--- src/rtl/receiver_pkg.sv ---
// Shared widths and the loader state encoding for the receive path.
package receiver_pkg;

    localparam int WORD_W   = 16;
    localparam int SAMPLE_W = 32;
    localparam int ADDR_W   = 16;

    typedef enum logic [1:0] {
        ST_ACCEPT    = 2'd0,
        ST_WRITE_Q   = 2'd1,
        ST_FULL_WAIT = 2'd2
    } loader_state_e;

endpackage

--- src/rtl/sample_loader.sv ---
// Ping-pong frame loader: splits I/Q samples into two word writes into buffer A or B.
// state        | meaning
// ST_ACCEPT    | in_ready high, next sample is written to the current buffer
// ST_WRITE_Q   | I word on the bus this cycle, Q word goes out next
// ST_FULL_WAIT | target buffer still owned by the DSP, waiting for frame_ack
module sample_loader
    import receiver_pkg::*;
#(
    parameter int unsigned           FRAME_LEN = 256,
    parameter logic [ADDR_W-1:0]     BASE_A    = 16'h0000,
    parameter logic [ADDR_W-1:0]     BASE_B    = BASE_A + ADDR_W'(2 * FRAME_LEN)
) (
    input  logic                  clk,
    input  logic                  rst_n,
    input  logic                  in_valid,
    input  logic [SAMPLE_W-1:0]   in_data,
    output logic                  in_ready,
    output logic [ADDR_W-1:0]     write_addr,
    output logic [WORD_W-1:0]     write_data,
    output logic                  write_en,
    output logic                  frame_done,
    output logic [ADDR_W-1:0]     frame_base,
    input  logic                  frame_ack,
    output logic [1:0]            frames_pending,
    output logic                  ack_err
);

    localparam int KW = (FRAME_LEN > 1) ? $clog2(FRAME_LEN) : 1;
    localparam logic [KW-1:0] K_LAST = KW'(FRAME_LEN - 1);

    loader_state_e        state_q, state_d;
    logic                 cur_q, cur_d;
    logic [KW-1:0]        k_q, k_d;
    logic [WORD_W-1:0]    q_word_q, q_word_d;
    logic                 write_en_q, write_en_d;
    logic [ADDR_W-1:0]    write_addr_q, write_addr_d;
    logic [WORD_W-1:0]    write_data_q, write_data_d;
    logic                 frame_done_q, frame_done_d;
    logic [ADDR_W-1:0]    frame_base_q, frame_base_d;
    logic                 done_buf_q, done_buf_d;
    logic                 pend_a_q, pend_a_d;
    logic                 pend_b_q, pend_b_d;
    logic                 oldest_q, oldest_d;
    logic                 ack_err_q, ack_err_d;

    logic                 any_pend;
    logic                 ack_rel;
    logic                 ack_takes_new;
    logic                 rel_a, rel_b;
    logic                 set_a, set_b;
    logic                 other_busy;
    logic                 target_free;
    logic [ADDR_W-1:0]    base_cur;

    always_comb begin
        state_d       = state_q;
        cur_d         = cur_q;
        k_d           = k_q;
        q_word_d      = q_word_q;
        write_en_d    = 1'b0;
        write_addr_d  = write_addr_q;
        write_data_d  = write_data_q;
        frame_done_d  = 1'b0;
        frame_base_d  = frame_base_q;
        done_buf_d    = done_buf_q;

        base_cur = cur_q ? BASE_B : BASE_A;

        // A completed frame becomes pending the cycle frame_done is visible, so an
        // ack arriving with frame_done releases the oldest frame while the new one lands.
        any_pend      = pend_a_q | pend_b_q;
        ack_rel       = frame_ack & any_pend;
        ack_takes_new = frame_ack & ~any_pend & frame_done_q;
        ack_err_d     = ack_err_q | (frame_ack & ~any_pend & ~frame_done_q);
        rel_a         = ack_rel & ~oldest_q;
        rel_b         = ack_rel & oldest_q;
        set_a         = frame_done_q & ~done_buf_q & ~ack_takes_new;
        set_b         = frame_done_q & done_buf_q & ~ack_takes_new;
        pend_a_d      = (pend_a_q & ~rel_a) | set_a;
        pend_b_d      = (pend_b_q & ~rel_b) | set_b;
        oldest_d      = (pend_a_d & pend_b_d) ? oldest_q : pend_b_d;

        other_busy  = cur_q ? pend_a_d : pend_b_d;
        target_free = cur_q ? ~pend_b_d : ~pend_a_d;

        case (state_q)
            ST_ACCEPT: begin
                if (in_valid) begin
                    write_en_d   = 1'b1;
                    write_addr_d = base_cur + (ADDR_W'(k_q) << 1);
                    write_data_d = in_data[SAMPLE_W-1:WORD_W];
                    q_word_d     = in_data[WORD_W-1:0];
                    state_d      = ST_WRITE_Q;
                end
            end
            ST_WRITE_Q: begin
                write_en_d   = 1'b1;
                write_addr_d = write_addr_q + ADDR_W'(1);
                write_data_d = q_word_q;
                if (k_q == K_LAST) begin
                    frame_done_d = 1'b1;
                    frame_base_d = base_cur;
                    done_buf_d   = cur_q;
                    cur_d        = ~cur_q;
                    k_d          = '0;
                    state_d      = other_busy ? ST_FULL_WAIT : ST_ACCEPT;
                end else begin
                    k_d     = k_q + KW'(1);
                    state_d = ST_ACCEPT;
                end
            end
            ST_FULL_WAIT: begin
                if (target_free) begin
                    state_d = ST_ACCEPT;
                end
            end
            default: state_d = ST_ACCEPT;
        endcase
    end

    always_ff @(posedge clk or negedge rst_n) begin
        if (!rst_n) begin
            state_q      <= ST_ACCEPT;
            cur_q        <= 1'b0;
            k_q          <= '0;
            q_word_q     <= '0;
            write_en_q   <= 1'b0;
            write_addr_q <= '0;
            write_data_q <= '0;
            frame_done_q <= 1'b0;
            frame_base_q <= BASE_A;
            done_buf_q   <= 1'b0;
            pend_a_q     <= 1'b0;
            pend_b_q     <= 1'b0;
            oldest_q     <= 1'b0;
            ack_err_q    <= 1'b0;
        end else begin
            state_q      <= state_d;
            cur_q        <= cur_d;
            k_q          <= k_d;
            q_word_q     <= q_word_d;
            write_en_q   <= write_en_d;
            write_addr_q <= write_addr_d;
            write_data_q <= write_data_d;
            frame_done_q <= frame_done_d;
            frame_base_q <= frame_base_d;
            done_buf_q   <= done_buf_d;
            pend_a_q     <= pend_a_d;
            pend_b_q     <= pend_b_d;
            oldest_q     <= oldest_d;
            ack_err_q    <= ack_err_d;
        end
    end

    assign in_ready       = (state_q == ST_ACCEPT);
    assign write_en       = write_en_q;
    assign write_addr     = write_addr_q;
    assign write_data     = write_data_q;
    assign frame_done     = frame_done_q;
    assign frame_base     = frame_base_q;
    assign frames_pending = {1'b0, pend_a_q} + {1'b0, pend_b_q};
    assign ack_err        = ack_err_q;

endmodule

--- config.mk ---
export PLATFORM = sky130hd
export DESIGN_NAME = sample_loader
export DESIGN_NICKNAME = d
export VERILOG_FILES = /design/src/rtl/receiver_pkg.sv /design/src/rtl/sample_loader.sv
export SDC_FILE = /design/constraint.sdc
export NUM_CORES = 1
export LEC_CHECK = 0
export ABC_AREA = 1
export CORE_MARGIN = 1.5
export CORE_UTILIZATION = 53
export CTS_BUF_LIST = sky130_fd_sc_hd__clkbuf_8
export DETAILED_ROUTE_END_ITERATION = 8
export HOLD_SLACK_MARGIN = 0.06
export PLACE_DENSITY = 0.86
export RECOVER_POWER = 50
export SLEW_MARGIN = 20
export SYNTH_ARGS = -nofsm -noshare
export SYNTH_HDL_FRONTEND = slang
export SYNTH_SLANG_ARGS = --single-unit
--- constraint.sdc ---
create_clock -name clk -period 2.4 [get_ports clk]
set_input_delay 0.48 -clock clk [delete_from_list [all_inputs] [get_ports clk]]
set_output_delay 0.48 -clock clk [all_outputs]
set_load 0.03 [all_outputs]
==> results of run 1 <==
## area by class of cell
cell class | instances | area [µm²]
Clock inverter | 4 | 17.52
Inverter | 37 | 146.4
Clock buffer | 12 | 165.2
Multi-Input combinational cell | 299 | 1353
Sequential cell | 66 | 1652
Fill cell | 497 | 1799
Timing Repair Buffer | 77 | 764.5
Tap cell | 75 | 93.84
## per-layer routing
layer  part of all wire (%)  global-route usage [%]
met1                     43                   30.19
met2                     50                   41.07
met3                    6.3                   5.385
met4                   0.89                   8.305
met5                      0                       0
## stage by stage
step / cells / util [%] / hold slack, ps
floorplan: 428 / - / 184.4
global route: 570 / 69.97 / 505.3
finish: 570 / 69.97 / 440.5
global placement: 554 / 67.44 / 461.7
CTS: 570 / 70.49 / 149.9
detailed placement: 554 / 67.44 / 467.0
## cells in the mapped netlist, types with 5 or more instances
cell,n,area [µm²]
nor2_1,22,82.58
nand3_1,48,240.2
buf_4,20,150.1
nand2_1,164,615.6
inv_1,34,127.6
nand4_1,5,31.28
o21ai_0,9,45.04
dfrtp_1,66,1652
## state kept, by name (all words and copies together), names as in the netlist, 2 cells and up
register    flops
write_data     16
k_q             8
state_q         2
write_addr     16
q_word_q       16
## worst max-delay path, cell delays in order, from the launching register on
cell and delay, ps:
dfrtp_1 390, inv_1 60, ha_1 280, clkdlybuf4s50_1 660
## worst paths after layout
check / end / slack [ps]
setup / recovery: frames_pending[0] / 200
hold / removal: write_addr[12]$_DFFE_PN0P_ / 440
setup reg to reg: write_addr[5]$_DFFE_PN0P_ / 680
hold reg to reg: q_word_q[4]$_DFFE_PN0P_ / 480
max in group asynchronous: write_data[5]$_DFFE_PN0P_ / 740
min in group clk: q_word_q[4]$_DFFE_PN0P_ / 480
## cell usage in the layout, fill, tap and decap left out, types with 3 or more instances in the layout
cell type,instances
conb_1,15
clkbuf_8,12
clkdlybuf4s50_1,73
o21bai_1,4
nand3_1,48
nand4_1,5
nor2_2,4
inv_1,37
o21ai_0,9
o221ai_1,3
dfrtp_1,66
ha_1,4
xor2_1,4
nor2_1,23
nand2_1,167
## cell families (layout without fill, tap and decap cells)
| logic type | Yosys count | count (layout) | share of synthesized area, % |
|---|---|---|---|
| buffers and inverters | 63 | 130 | 10.23 |
| adder cells (fa/ha/maj) | 4 | 4 | 1.509 |
| XOR/XNOR | 4 | 4 | 1.056 |
| flip-flops | 66 | 66 | 49.81 |
| other | 1 | 15 | 0.1131 |
| AND/OR/NAND/NOR | 254 | 254 | 33.09 |
| AO/OA/AOI/OAI | 22 | 22 | 4.189 |
## power groups by stage
stage / registers (mW) / logic (mW) / clock network (mW)
floorplan: 1.62 / 0.388 / 0
global placement: 1.45 / 0.888 / 0
detailed placement: 1.46 / 0.911 / 0
CTS: 1.45 / 0.924 / 0.865
global route: 1.47 / 0.996 / 0.921
finish: 1.45 / 0.914 / 0.850
==> results.yml, run 1 <==
clock_network:
  cts_tree: "yes"
  htreeDepth: 3
  root_buffer: "clkbuf_8"
  clkLatencyLatePin_ps: 330
  cts_sinks: 66
  cts_buffers: 9
  cts.clk_slew.worst_paths_ps: 70
  cts_buffer_depth: 2
  hold_buffers: 0
  cts_resized: 0
  post-cts-setup-buffers: 0
cells_and_area:
  area_growth_pct: 26.42
  drive_above_1_share_pct: 5.657
  finish.instance_area_um2: 4192
  layout.nets: 530
  num_antenna_cells: 0
power_and_ir_drop:
  intPower_mw: 2.084
  netSwitchingFraction_pct: 35.10
  power_mw: 3.211
  powerDensity_nw_per_um2: 766.2
  pwr-share-clk_pct: 26.5
  power.leakage_nw: 2.058
  ir_drop_mv: 0.4374
  power_switching_mw: 1.127
  p_seq_share_pct: 45.1
  comb_power_share_pct: 28.4
sta:
  finalSetupTns_ps: 0
  hold_viol_final: 0
  finalSetupViolations: 0
  finalCritPeriodShare_pct: 91.85
  fin_skew_ps: 5.587
  fmaxAchievable_ghz: 0.4537
  relSlewSlack_pct: 9.011
  finalMaxSlewViolations: 0
  rsz0062_at_grt: "no"
  final.setup.worst_slack_ps: 195.7
  period_needed_ps: 2204
  worst_pin_slew_ps: 1365
die:
  start_util_pct: 55.35
  die-height_um: 82.10
  die-area_um2: 6740
  ios: 90
  core-area_um2: 5991
  die_w_um: 82.10
  row_count: 28
worst_setup_path:
  r2r-start: "state_q[1]$_DFFE_PN0P_"
  critPathKind: "register to output port"
  cp_max_fo: 3
  endpoint_kind: "output port"
  reg2reg_depth: 6
  crit_start: "pend_a_q$_DFF_PN0_"
  cp_data_required_time_ps: 1920
  arrival_ps: 1720
  worstSetupStartpointType: "register"
synthesis:
  synthFlopType: "dfrtp_1"
  async_flop_share_pct: 100.0
  yosysUniqueCellTypes: 29
  seq_area_frac_synth_pct: 49.81
  avgSynthCellArea_um2: 8.009
  syn-cell-area_um2: 3316
  netlist_instances: 414
  ys.warnings.count: 0
  synth_edf_count: 0
  ys_ff_latch: 66
placement:
  place_area_um2: 4040
  post-dp-hpwl_um: 5249
  pre_cts_ws_ps: 492.9
  gp_congestion: 0.8401
  port_buffers: 74
global_route:
  grt_pass1_wl_um: 12190
  grt_overflow_total: 0
  antenna_found_initial: 0
  grt_max_degree: 38
  grt_use_total_pct: 24.09
  first_global_vias: 2801
detailed_routing:
  routed_wl_um: 7545
  remaining_drc_errors: 0
  vias: 2975
  antenna_left: 0
  wire_per_inst_um: 13.24
  firstDrtPassIters: 4
  drtIter0Drc: 226
  via_per_inst: 5.219
worst_hold_path:
  hp-class: "input pin to asynchronous set/reset pin"
run:
  max-cap-violations: 0
run_status:
  status: "completed"
Power figures use the tool's default switching activity.
==> run 2, diff against run 1 <==
Settings changed: GPL_TIMING_DRIVEN set to 0.
==> run 2 against run 1 <==
Against the previous run: fmax increased by 0.57%; clock skew rose by 4.1 ps; global-route usage is 0.94 points higher; critical path type unchanged; largest cell class unchanged.
==> results.yml, run 2 (same netlist as run 1, synthesis figures left out) <==
run_status:
  status: "completed"
power_and_ir_drop:
  intPower_mw: 2.031
  power.leakage_nw: 2.153
  netSwitchingFraction_pct: 36.36
  pwr-share-clk_pct: 25.2
  power_switching_mw: 1.160
  comb_power_share_pct: 29.6
  p_seq_share_pct: 45.2
  powerDensity_nw_per_um2: 730.2
  ir_drop_mv: 0.4143
sta:
  hold_viol_final: 0
  relSlewSlack_pct: 23.77
  worst_pin_slew_ps: 1143
  finalMaxSlewViolations: 0
  finalCritPeriodShare_pct: 91.33
  period_needed_ps: 2192
  rsz0062_at_grt: "no"
  fin_skew_ps: 9.731
  finalSetupViolations: 0
  fmaxAchievable_ghz: 0.4562
clock_network:
  cts_tree: "yes"
  htreeDepth: 3
  cts_sinks: 66
  cts_buffer_depth: 2
  cts_buffers: 9
  root_buffer: "clkbuf_8"
  clkLatencyLatePin_ps: 340
  post-cts-setup-buffers: 0
  hold_buffers: 1
  cts_resized: 0
  cts.clk_slew.worst_paths_ps: 70
detailed_routing:
  via_per_inst: 5.092
  vias: 3030
  remaining_drc_errors: 0
  antenna_left: 0
  routed_wl_um: 7926
  firstDrtPassIters: 5
  drtIter0Drc: 244
  wire_per_inst_um: 13.32
global_route:
  grt_pass1_wl_um: 12770
  first_global_vias: 2847
  grt_use_total_pct: 25.04
  grt_max_degree: 49
  antenna_found_initial: 0
  grt_overflow_total: 0
worst_setup_path:
  cp_max_fo: 3
  path_cells: "inv_1 > ha_1 > clkdlybuf4s50_1"
  worstSetupStartpointType: "register"
  critPathKind: "register to output port"
  crit_family: "buffers and inverters"
  endpoint_kind: "output port"
  critPathBufInv: 2
  slowest_stage: "clkdlybuf4s50_1"
  cp_data_required_time_ps: 1920
  arrival_ps: 1710
  cpPeakStageDelay_ps: 660
die:
  row_count: 28
  ios: 90
  die-height_um: 82.10
  core-area_um2: 5991
  start_util_pct: 55.35
  die_w_um: 82.10
  die-area_um2: 6740
cells_and_area:
  num_antenna_cells: 0
  layout.nets: 555
  fin_cells: 595
  final_cell_mix: "nand2_1, clkdlybuf4s50_1, dfrtp_1"
  drive_above_1_share_pct: 10.00
  final.fill_count: 458
  fin_util_pct: 72.93
  layout_commonest_cell: "nand2_1"
  area_growth_pct: 31.77
placement:
  post-dp-hpwl_um: 5644
  port_buffers: 74
  gp_congestion: 0.8246
  dp_cells: 578
run:
  max-cap-violations: 0
worst_hold_path:
  hp-class: "register to register"
==> run 2: cell types whose count changed in the layout (fill, tap and decap cells not counted), sizes merged <==
cell | previous run | this run
clkbuf | 15 | 13
clkinvlp | 0 | 4
dlygate4sd3 | 0 | 2
inv | 39 | 36
clkinv | 2 | 4
buf | 1 | 24
clkdlybuf4s50 | 73 | 72
==> run 2: power by group through the flow <==
stage / clock [mW] / sequential (mW) / combinational (mW)
final: 0.804 / 1.44 / 0.944
after global routing: 0.868 / 1.46 / 1.03
after CTS: 0.811 / 1.44 / 0.957
after detailed placement: 0 / 1.46 / 0.948
after global placement: 0 / 1.45 / 0.922
after floorplan: 0 / 1.62 / 0.388
==> run 2: cell type report <==
type	count	area, µm²	share of cell area [%]
Timing Repair Buffer	76	772.0	17.67
Inverter	37	142.6	3.265
Multi-Input combinational cell	299	1355	31.01
Sequential cell	66	1652	37.80
Tap cell	75	93.84	2.148
Clock inverter	7	46.29	1.060
Buffer	26	183.9	4.210
Clock buffer	9	123.9	2.835
==> run 2: worst register-to-register path, stage by stage, from the launching register on <==
cell        delay [ps]
dfrtp_1            390
inv_1               70
nand2_1            310
clkinvlp_2         460
clkbuf_1           390
nand3_1            210
o211ai_1           100
==> run 2: path summary, 6_finish.rpt <==
path                            slack [ps]  cells after the start                         end                     start
worst min register to register         480                      2    q_word_q[15]$_DFFE_PN0P_  q_word_q[15]$_DFFE_PN0P_
worst max-delay path                   210                      3           frames_pending[0]        pend_a_q$_DFF_PN0_
min in group asynchronous              890                      2  write_addr[13]$_DFFE_PN0P_                     rst_n
max in group asynchronous              710                      3   write_data[0]$_DFFE_PN0P_                     rst_n
worst min-delay path                   480                      2    q_word_q[15]$_DFFE_PN0P_  q_word_q[15]$_DFFE_PN0P_
worst max register to register         350                      6   write_addr[5]$_DFFE_PN0P_    state_q[1]$_DFFE_PN0P_
==> run 2: metrics by stage <==
stage | area (µm²) | worst slack [ps] | power [mW] | setup TNS, ps | hold WS [ps]
after floorplan | 3368 | 899.7 | 2.006 | 0 | 184.4
after global placement | 4203 | -1351 | 2.367 | -88910 | 462.4
after detailed placement | 4228 | 581.9 | 2.403 | 0 | 376.0
after CTS | 4408 | 211.2 | 3.205 | 0 | 484.9
after global routing | 4369 | 180.1 | 3.363 | 0 | 507.3
final | 4369 | 208.1 | 3.191 | 0 | 484.1
==> run 2: metal layers <==
layer  vias to the layer above  global-route usage [%]  routed length, µm  share of wire [%]
li1                       1473                       -                  -                  -
met1                      1414                   32.95               3376                 43
met2                       133                   40.74               3915                 49
met3                        10                   5.714                554                7.0
met4                         0                   8.983                 81                1.0
met5                         -                       0                  0                  0
